**config.mk**
```make
export PLATFORM = sky130hd
export DESIGN_NAME = gcd_dispatch
export DESIGN_NICKNAME = d
export VERILOG_FILES = /design/src/rtl/gcd_dispatch.sv
export SDC_FILE = /design/constraint.sdc
export NUM_CORES = 1
export LEC_CHECK = 0
export BUFFER_PORTS_ARGS = -buffer_cell sky130_fd_sc_hd__buf_2
export CAP_MARGIN = 10
export CELL_PAD_IN_SITES_DETAIL_PLACEMENT = 1
export CELL_PAD_IN_SITES_GLOBAL_PLACEMENT = 2
export CORE_MARGIN = 1.5
export CORE_UTILIZATION = 39
export CTS_CLUSTER_SIZE = 12
export DETAILED_ROUTE_END_ITERATION = 7
export HOLD_SLACK_MARGIN = 0.1
export PLACE_DENSITY = 0.83
export SLEW_MARGIN = 10
export SYNTH_ARGS = -nofsm -noshare
export SYNTH_HDL_FRONTEND = slang
export SYNTH_SLANG_ARGS = --single-unit
```
**constraint.sdc**
```tcl
create_clock -name ap_clk -period 4.8 [get_ports ap_clk]
set_input_delay 0.48 -clock ap_clk [delete_from_list [all_inputs] [get_ports ap_clk]]
set_output_delay 0.48 -clock ap_clk [all_outputs]
set_load 0.01 [all_outputs]
```
**src/rtl/gcd_dispatch.sv**
```systemverilog
// Operand FIFO and ap_start-style sequencer in front of the gcd HLS core.
// Results leave in order on a valid/ready stream with a per-job busy cycle count.
//
// state | meaning
// ------+-------------------------------------------------------------
// IDLE  | waiting for a queued pair; bypasses zero pairs, launches others
// RUN   | core running, gcd_start held high, busy cycles counted
// HOLD  | result presented on out_valid until out_ready
module gcd_dispatch #(
  parameter int WIDTH = 32,
  parameter int DEPTH = 4
) (
  input  logic             ap_clk,
  input  logic             ap_rst,
  input  logic             in_valid,
  output logic             in_ready,
  input  logic [WIDTH-1:0] in_a,
  input  logic [WIDTH-1:0] in_b,
  output logic [WIDTH-1:0] gcd_a,
  output logic [WIDTH-1:0] gcd_b,
  output logic             gcd_start,
  input  logic             gcd_done,
  input  logic             gcd_idle,
  input  logic [WIDTH-1:0] gcd_return,
  output logic             out_valid,
  input  logic             out_ready,
  output logic [WIDTH-1:0] out_result,
  output logic [15:0]      out_cycles
);

  localparam int AW = (DEPTH > 1) ? $clog2(DEPTH) : 1;
  localparam logic [AW:0] CNT_FULL = DEPTH[AW:0];

  typedef enum logic [1:0] {
    S_IDLE,
    S_RUN,
    S_HOLD
  } state_t;

  state_t           state;
  logic [WIDTH-1:0] mem_a [DEPTH];
  logic [WIDTH-1:0] mem_b [DEPTH];
  logic [AW-1:0]    wr_ptr;
  logic [AW-1:0]    rd_ptr;
  logic [AW:0]      count;
  logic [15:0]      run_cnt;

  logic             full;
  logic             empty;
  logic             push;
  logic             pop;
  logic [WIDTH-1:0] head_a;
  logic [WIDTH-1:0] head_b;
  logic             head_zero;
  logic             bypass;
  logic             launch;

  function automatic logic [15:0] sat_inc(input logic [15:0] v);
    return (v == 16'hFFFF) ? v : v + 16'd1;
  endfunction

  assign full      = (count == CNT_FULL);
  assign empty     = (count == '0);
  assign in_ready  = !full && !ap_rst;
  assign push      = in_valid && in_ready;
  assign head_a    = mem_a[rd_ptr];
  assign head_b    = mem_b[rd_ptr];
  assign head_zero = (head_a == '0) || (head_b == '0);
  assign bypass    = (state == S_IDLE) && !empty && head_zero;
  assign launch    = (state == S_IDLE) && !empty && !head_zero && gcd_idle;
  // The head stays queued while the core runs; it leaves only on completion.
  assign pop       = bypass || ((state == S_RUN) && gcd_done);

  always_ff @(posedge ap_clk) begin
    if (push) begin
      mem_a[wr_ptr] <= in_a;
      mem_b[wr_ptr] <= in_b;
    end
  end

  always_ff @(posedge ap_clk) begin
    if (ap_rst) begin
      wr_ptr <= '0;
      rd_ptr <= '0;
      count  <= '0;
    end else begin
      if (push) wr_ptr <= wr_ptr + 1'b1;
      if (pop)  rd_ptr <= rd_ptr + 1'b1;
      case ({push, pop})
        2'b10:   count <= count + 1'b1;
        2'b01:   count <= count - 1'b1;
        default: count <= count;
      endcase
    end
  end

  always_ff @(posedge ap_clk) begin
    if (ap_rst) begin
      state      <= S_IDLE;
      gcd_a      <= '0;
      gcd_b      <= '0;
      gcd_start  <= 1'b0;
      out_valid  <= 1'b0;
      out_result <= '0;
      out_cycles <= '0;
      run_cnt    <= '0;
    end else begin
      case (state)
        S_IDLE: begin
          if (bypass) begin
            out_result <= (head_a == '0) ? head_b : head_a;
            out_cycles <= '0;
            out_valid  <= 1'b1;
            state      <= S_HOLD;
          end else if (launch) begin
            gcd_a     <= head_a;
            gcd_b     <= head_b;
            run_cnt   <= '0;
            gcd_start <= 1'b1;
            state     <= S_RUN;
          end
        end
        S_RUN: begin
          // The done edge itself is one of the counted start-high edges.
          if (gcd_done) begin
            out_result <= gcd_return;
            out_cycles <= sat_inc(run_cnt);
            gcd_start  <= 1'b0;
            out_valid  <= 1'b1;
            state      <= S_HOLD;
          end else begin
            run_cnt <= sat_inc(run_cnt);
          end
        end
        S_HOLD: begin
          if (out_ready) begin
            out_valid <= 1'b0;
            state     <= S_IDLE;
          end
        end
        default: state <= S_IDLE;
      endcase
    end
  end

endmodule

```
# Yosys cells after proc, flatten, opt, wreduce, memory -nomap -nowiden
# Memories as Yosys holds them, arrays and structs flattened. A register that Yosys moved wholly into a read port is not among the register bits.
# Cells that the tools add are included.
dict set report word_totals {
  regBits 139
  ramBits 256
  input_bits 102
  output_inout_bits 115
  elab_cells 90
  memories 2
}
# name words word_bits read_ports rd_ports_with_merged_regs write_ports line
set mem_list {}
lappend mem_list {mem_a 4 32 1 1 1 41} ;# logic [WIDTH-1:0] mem_a [DEPTH];
lappend mem_list {mem_b 4 32 1 1 1 42} ;# logic [WIDTH-1:0] mem_b [DEPTH];
dict set report op_classes {
  addsub 5
  eq_ne 13
  muxes 32
  n_bitwise 1
  reduce_logical 26
}
# op n
set op_table {}
lappend op_table {{16-bit 2-to-1 mux} 6}
lappend op_table {{32-bit 2-to-1 mux} 3}
lappend op_table {{32-bit zero test} 2}
lappend op_table {{16-bit case mux with 2 select lines} 2}
lappend op_table {{32-bit case mux with 2 select lines} 1}
lappend op_table {{16-bit by 1-bit adder with 16-bit output, second input constant} 1}
lappend op_table {{16-bit equality test, second input constant} 1}
lappend op_table {{2-bit 2-to-1 mux} 8}
lappend op_table {{2-bit != test, second input constant} 6}
lappend op_table {{4-bit AND reduction} 3}
lappend op_table {{3-bit AND reduction} 3}
lappend op_table {{1-bit 2-to-1 mux} 8}
lappend op_table {{1-bit logical AND} 7}
lappend op_table {{2-bit case mux with 3 select lines} 1}
lappend op_table {{3-bit case mux with 2 select lines} 1}
lappend op_table {{2-bit by 1-bit adder with 2-bit output, second input constant} 2}
lappend op_table {{2-bit by 1-bit equality test with 1-bit output, second input constant} 2}
lappend op_table {{2-bit equality test, second input constant} 2}
lappend op_table {{1-bit zero test} 4}
lappend op_table {{2-bit nonzero test} 2}
lappend op_table {{3-bit by 1-bit adder with 3-bit output, second input constant} 1}
lappend op_table {{3-bit equality test, second input constant} 1}
lappend op_table {{3-bit zero test} 1}
lappend op_table {{3-bit != test, second input constant} 1}
lappend op_table {{other kinds (7)} 8}

# Depth between registers and ports, before layout
dict set report logic_depth {
  ltp_word 8
  mapped_depth 14
  mapped_depth_nobuf 12
}

# Worst setup path before layout
# No wires, ideal clock.
dict set report synth_path {
  path_kind {flip-flop to flip-flop}
  start {register with a tool-made name}
  end {register count[2]}
  setup_time_ns 0.070
  arrival_time_ns 3.586
  required_ns 4.730
  setup_slack_ns 1.144
  path_stages_with_launch 15
  n_path_buf 2
  synth_period_minus_slack_ns 3.656
  cell_sequence {dfxtp_1 -> clkbuf_1 -> buf_1 -> mux4_2 -> nor4_1 -> nand4_1 -> o22ai_2 -> a21oi_4 -> inv_2 -> ha_1 -> inv_1 -> fa_1 -> xor2_1 -> or3_1 -> a21oi_1}
}
# item line
set synth_lines {}
lappend synth_lines {{end signal, assigned} 90} ;# 2'b10: count <= count + 1'b1;
lappend synth_lines {{end signal, assigned} 91} ;# 2'b01: count <= count - 1'b1;
lappend synth_lines {{end signal, assigned} 92} ;# default: count <= count;
lappend synth_lines {{end, declared} 45} ;# logic [AW:0] count;

==> key figures <==
Route
  • Number of iterations in the first detailed-routing pass: 5
  • DR iter-0 viols: 735
  • Vias post-DR: 10.2k
  • Number of remaining DRC errors: 0
  • Final ANT Viol Nets: 0
  • Detailed Route WL: 48,200 um
  • Mean number of vias per cell: 5.58
  • Routed WL per cell: 26.2 um

Clock network
  • Clock slew at reported path FFs: 0.06 ns
  • Clock buffer depth: 3
  • Skew-Pair Late Insertion Delay: 0.56 ns
  • Root buffer cell: clkbuf_16
  • Hold buffers post-CTS: 0
  • Depth of the CTS H-tree: 2
  • Cts bufs inserted: 42
  • # resized after CTS: 0
  • Setup Buffers After CTS: 0
  • CTS Sinks: 397
  • CTS tree: yes

Worst setup path
  • Startpoint Class: flop
  • Critical Path Max Stage Delay: 0.63 ns
  • Crit path max fanout: 16
  • Crit-path slowest cell: nor4_1
  • Worst setup EP type: flop
  • Worst EP arrival: 4.68 ns
  • CP Cell Sequence: buf_12 -> mux4_2 -> nor4_1 -> nand4_1 -> o22ai_2 -> a21oi_4 -> inv_2 -> ha_1 -> inv_1 -> fa_1 -> xor2_1 -> or3_1 -> a21oi_1
  • Setup CP Type: flop to flop
  • Critical Path RT: 5.27 ns
  • Kind of cell adding the most delay to the critical path: simple AND/OR/NAND/NOR gates
  • Buf/Inv on CP: 3

STA
  • Worst-Margin Slew: 1.10 ns
  • Setup TNS Final: 0 ns
  • Final slew viol count: 0
  • RSZ-0062 raised after global routing: no
  • Rel. slew slack: 26.9%
  • Tcrit/Tclk final: 87.7%
  • Peak Freq: 238 MHz
  • Post-route minimum period: 4.21 ns
  • Final clock skew: 0.0191 ns
  • Final setup vio count: 0
  • Hold Violations, Final: 0

Cells and area
  • Fin area: 18,900 um^2
  • Commonest non-fill, non-tap cell in the layout: edfxtp_1
  • Area Overhead vs Synth: 18.5%
  • Layout cells sized above 1: 28.7%
  • Commonest non-fill, non-tap cells in the layout: edfxtp_1, buf_2, dfxtp_1, nor2_1, mux2i_1
  • Layout net count: 1,384
  • Final Core Density: 47.2%

Floorplan
  • Initial Util: 39.8%
  • Die span in y: 205 um
  • CORE AREA: 40,000 um^2
  • DIE AREA: 42,100 um^2
  • Die width: 205 um
  • I/O Pins: 217
  • FP Rows: 73

Synthesis
  • Synth Area per Inst: 15.0 um^2
  • Post-synthesis sequential element count: 397
  • Top_reg_cell synth: edfxtp_1
  • Post-Syn Nets: 1,172
  • Syn Std Cell Area: 15,900 um^2
  • Syn Inst Count: 1,063
  • Synth cell types: 54
  • Register area share after synthesis: 66.0%
  • Share of flip-flops with an asynchronous set or reset: 0%
  • Synthesis Warnings: 0
  • Post-synth EDFFs: 256

Global routing
  • Largest net degree at the start of global routing: 79
  • Initial antenna violation count: 5
  • Total congestion overflow: 0
  • GRT Total Usage: 23.1%
  • Number of global-route vias before repair: 10.7k
  • Global-route wire length before repair: 70,600 um

Pwr
  • Max VDD drop: 0.301 mV
  • Cell Pwr Density: 415 nW/um^2
  • Leak Pwr: 0.00722 uW
  • Total design power: 7830 uW

Place
  • GPL Wtd Cong: 0.817
  • DP HPWL: 33,500 um
  • Cell area after placement: 17,500 um^2
  • # port buffers: 216

Flow run
  • Maxcap violations: 0

Min path
  • Worst Hold Class: input pin to flop

Run status
  • Status: finished clean
flip-flops by register name, indices dropped and copies added, names as in the netlist, named ones only:
name and cells:
count 3, gcd_a 32, gcd_b 32, gcd_start 1
mem_a 128, mem_b 128, out_cycles 16, out_result 32
out_valid 1, rd_ptr 2, run_cnt 16, state 2
wr_ptr 2
final cells by class:
class | instances | area (um^2)
clock buffer | 69 | 1220
clock inverter | 8 | 93.8
fill | 4050 | 21100
inverter | 16 | 60.1
multi-input combinational | 582 | 5030
tap | 525 | 657
timing repair buffer | 236 | 1280
sequential | 397 | 10500
antenna | 2 | 5.00
layer usage:
layer  wire length (um)  share of wire (%)  up-vias  global-route usage (%)
met5                  0                  0        -                       0
li1                   -                  -     4516                       -
met3               2770                5.7       72                    3.25
met1              20000                 42     5269                    30.7
met2              24100                 50      383                    39.2
met4               1310                2.7        0                    6.99
where the power goes:
group	switching [uW]	internal, uW	leakage, uW
Sequential	75.0	3760	0.00347
Clock	1320	1800	0.000630
Combinational	552	329	0.00312
cells by family (layout without fill, tap and decap cells):
| logic type | count (synthesis) | after routing | synth area share [%] |
|---|---|---|---|
| compound gates | 126 | 126 | 5.42 |
| xor+xnor | 6 | 6 | 0.330 |
| fa+ha+maj | 7 | 7 | 0.597 |
| buf+inv | 84 | 329 | 2.56 |
| flops | 397 | 397 | 66.0 |
| mux | 185 | 185 | 17.0 |
| other cells | 0 | 2 | 0 |
| simple gates | 258 | 258 | 8.14 |
worst register-to-register path, stage by stage (launching register included):
cell and delay [ns]:
dfxtp_4 0.54, buf_12 0.24, mux4_2 0.60, nor4_1 0.63, nand4_1 0.31, o22ai_2 0.42
a21oi_4 0.11, inv_2 0.08, ha_1 0.17, inv_1 0.06, fa_1 0.37, xor2_1 0.16
or3_1 0.31, a21oi_1 0.13
final timing paths:
check                                   from                         end  slack (ns)  depth (start not counted)
setup / recovery                        flop       count[2]$_SDFFE_PP0P_        0.59                         13
hold / removal                       in_b[2]       mem_b[0][2]$_DFFE_PP_        0.14                          1
setup reg to reg                        flop       count[2]$_SDFFE_PP0P_        0.59                         13
hold reg to reg   out_cycles[8]$_SDFFE_PP0P_  out_cycles[8]$_SDFFE_PP0P_        0.47                          2
synth_stat cells (11+ instances only):
cell | n | share of area [%]
edfxtp_1 | 256 | 48
dfxtp_1 | 141 | 18
nor2_1 | 111 | 2.6
mux2i_1 | 83 | 5.2
mux4_2 | 64 | 9.1
clkbuf_1 | 39 | 0.92
a31oi_1 | 36 | 1.4
nor2b_1 | 36 | 1.4
a211oi_1 | 34 | 1.6
mux2_1 | 31 | 2.2
nor4_1 | 21 | 0.82
nand2b_1 | 20 | 0.79
a21oi_1 | 15 | 0.47
inv_1 | 15 | 0.35
nand3_1 | 13 | 0.41
o21ai_0 | 12 | 0.38
buf_2 | 11 | 0.35
nand2_1 | 11 | 0.26
stage by stage:
stage                     hold WS [ns]  setup WS (ns)  std cells
final                            0.140          0.590       1835
after global routing             0.136          0.339       1835
after CTS                        0.118          0.602       1833
after detailed placement         0.463          0.641       1756
after global placement           0.454          0.709       1756
after floorplan                  0.472           1.14       1063
No activity file was read; power rests on OpenSTA's default activity.
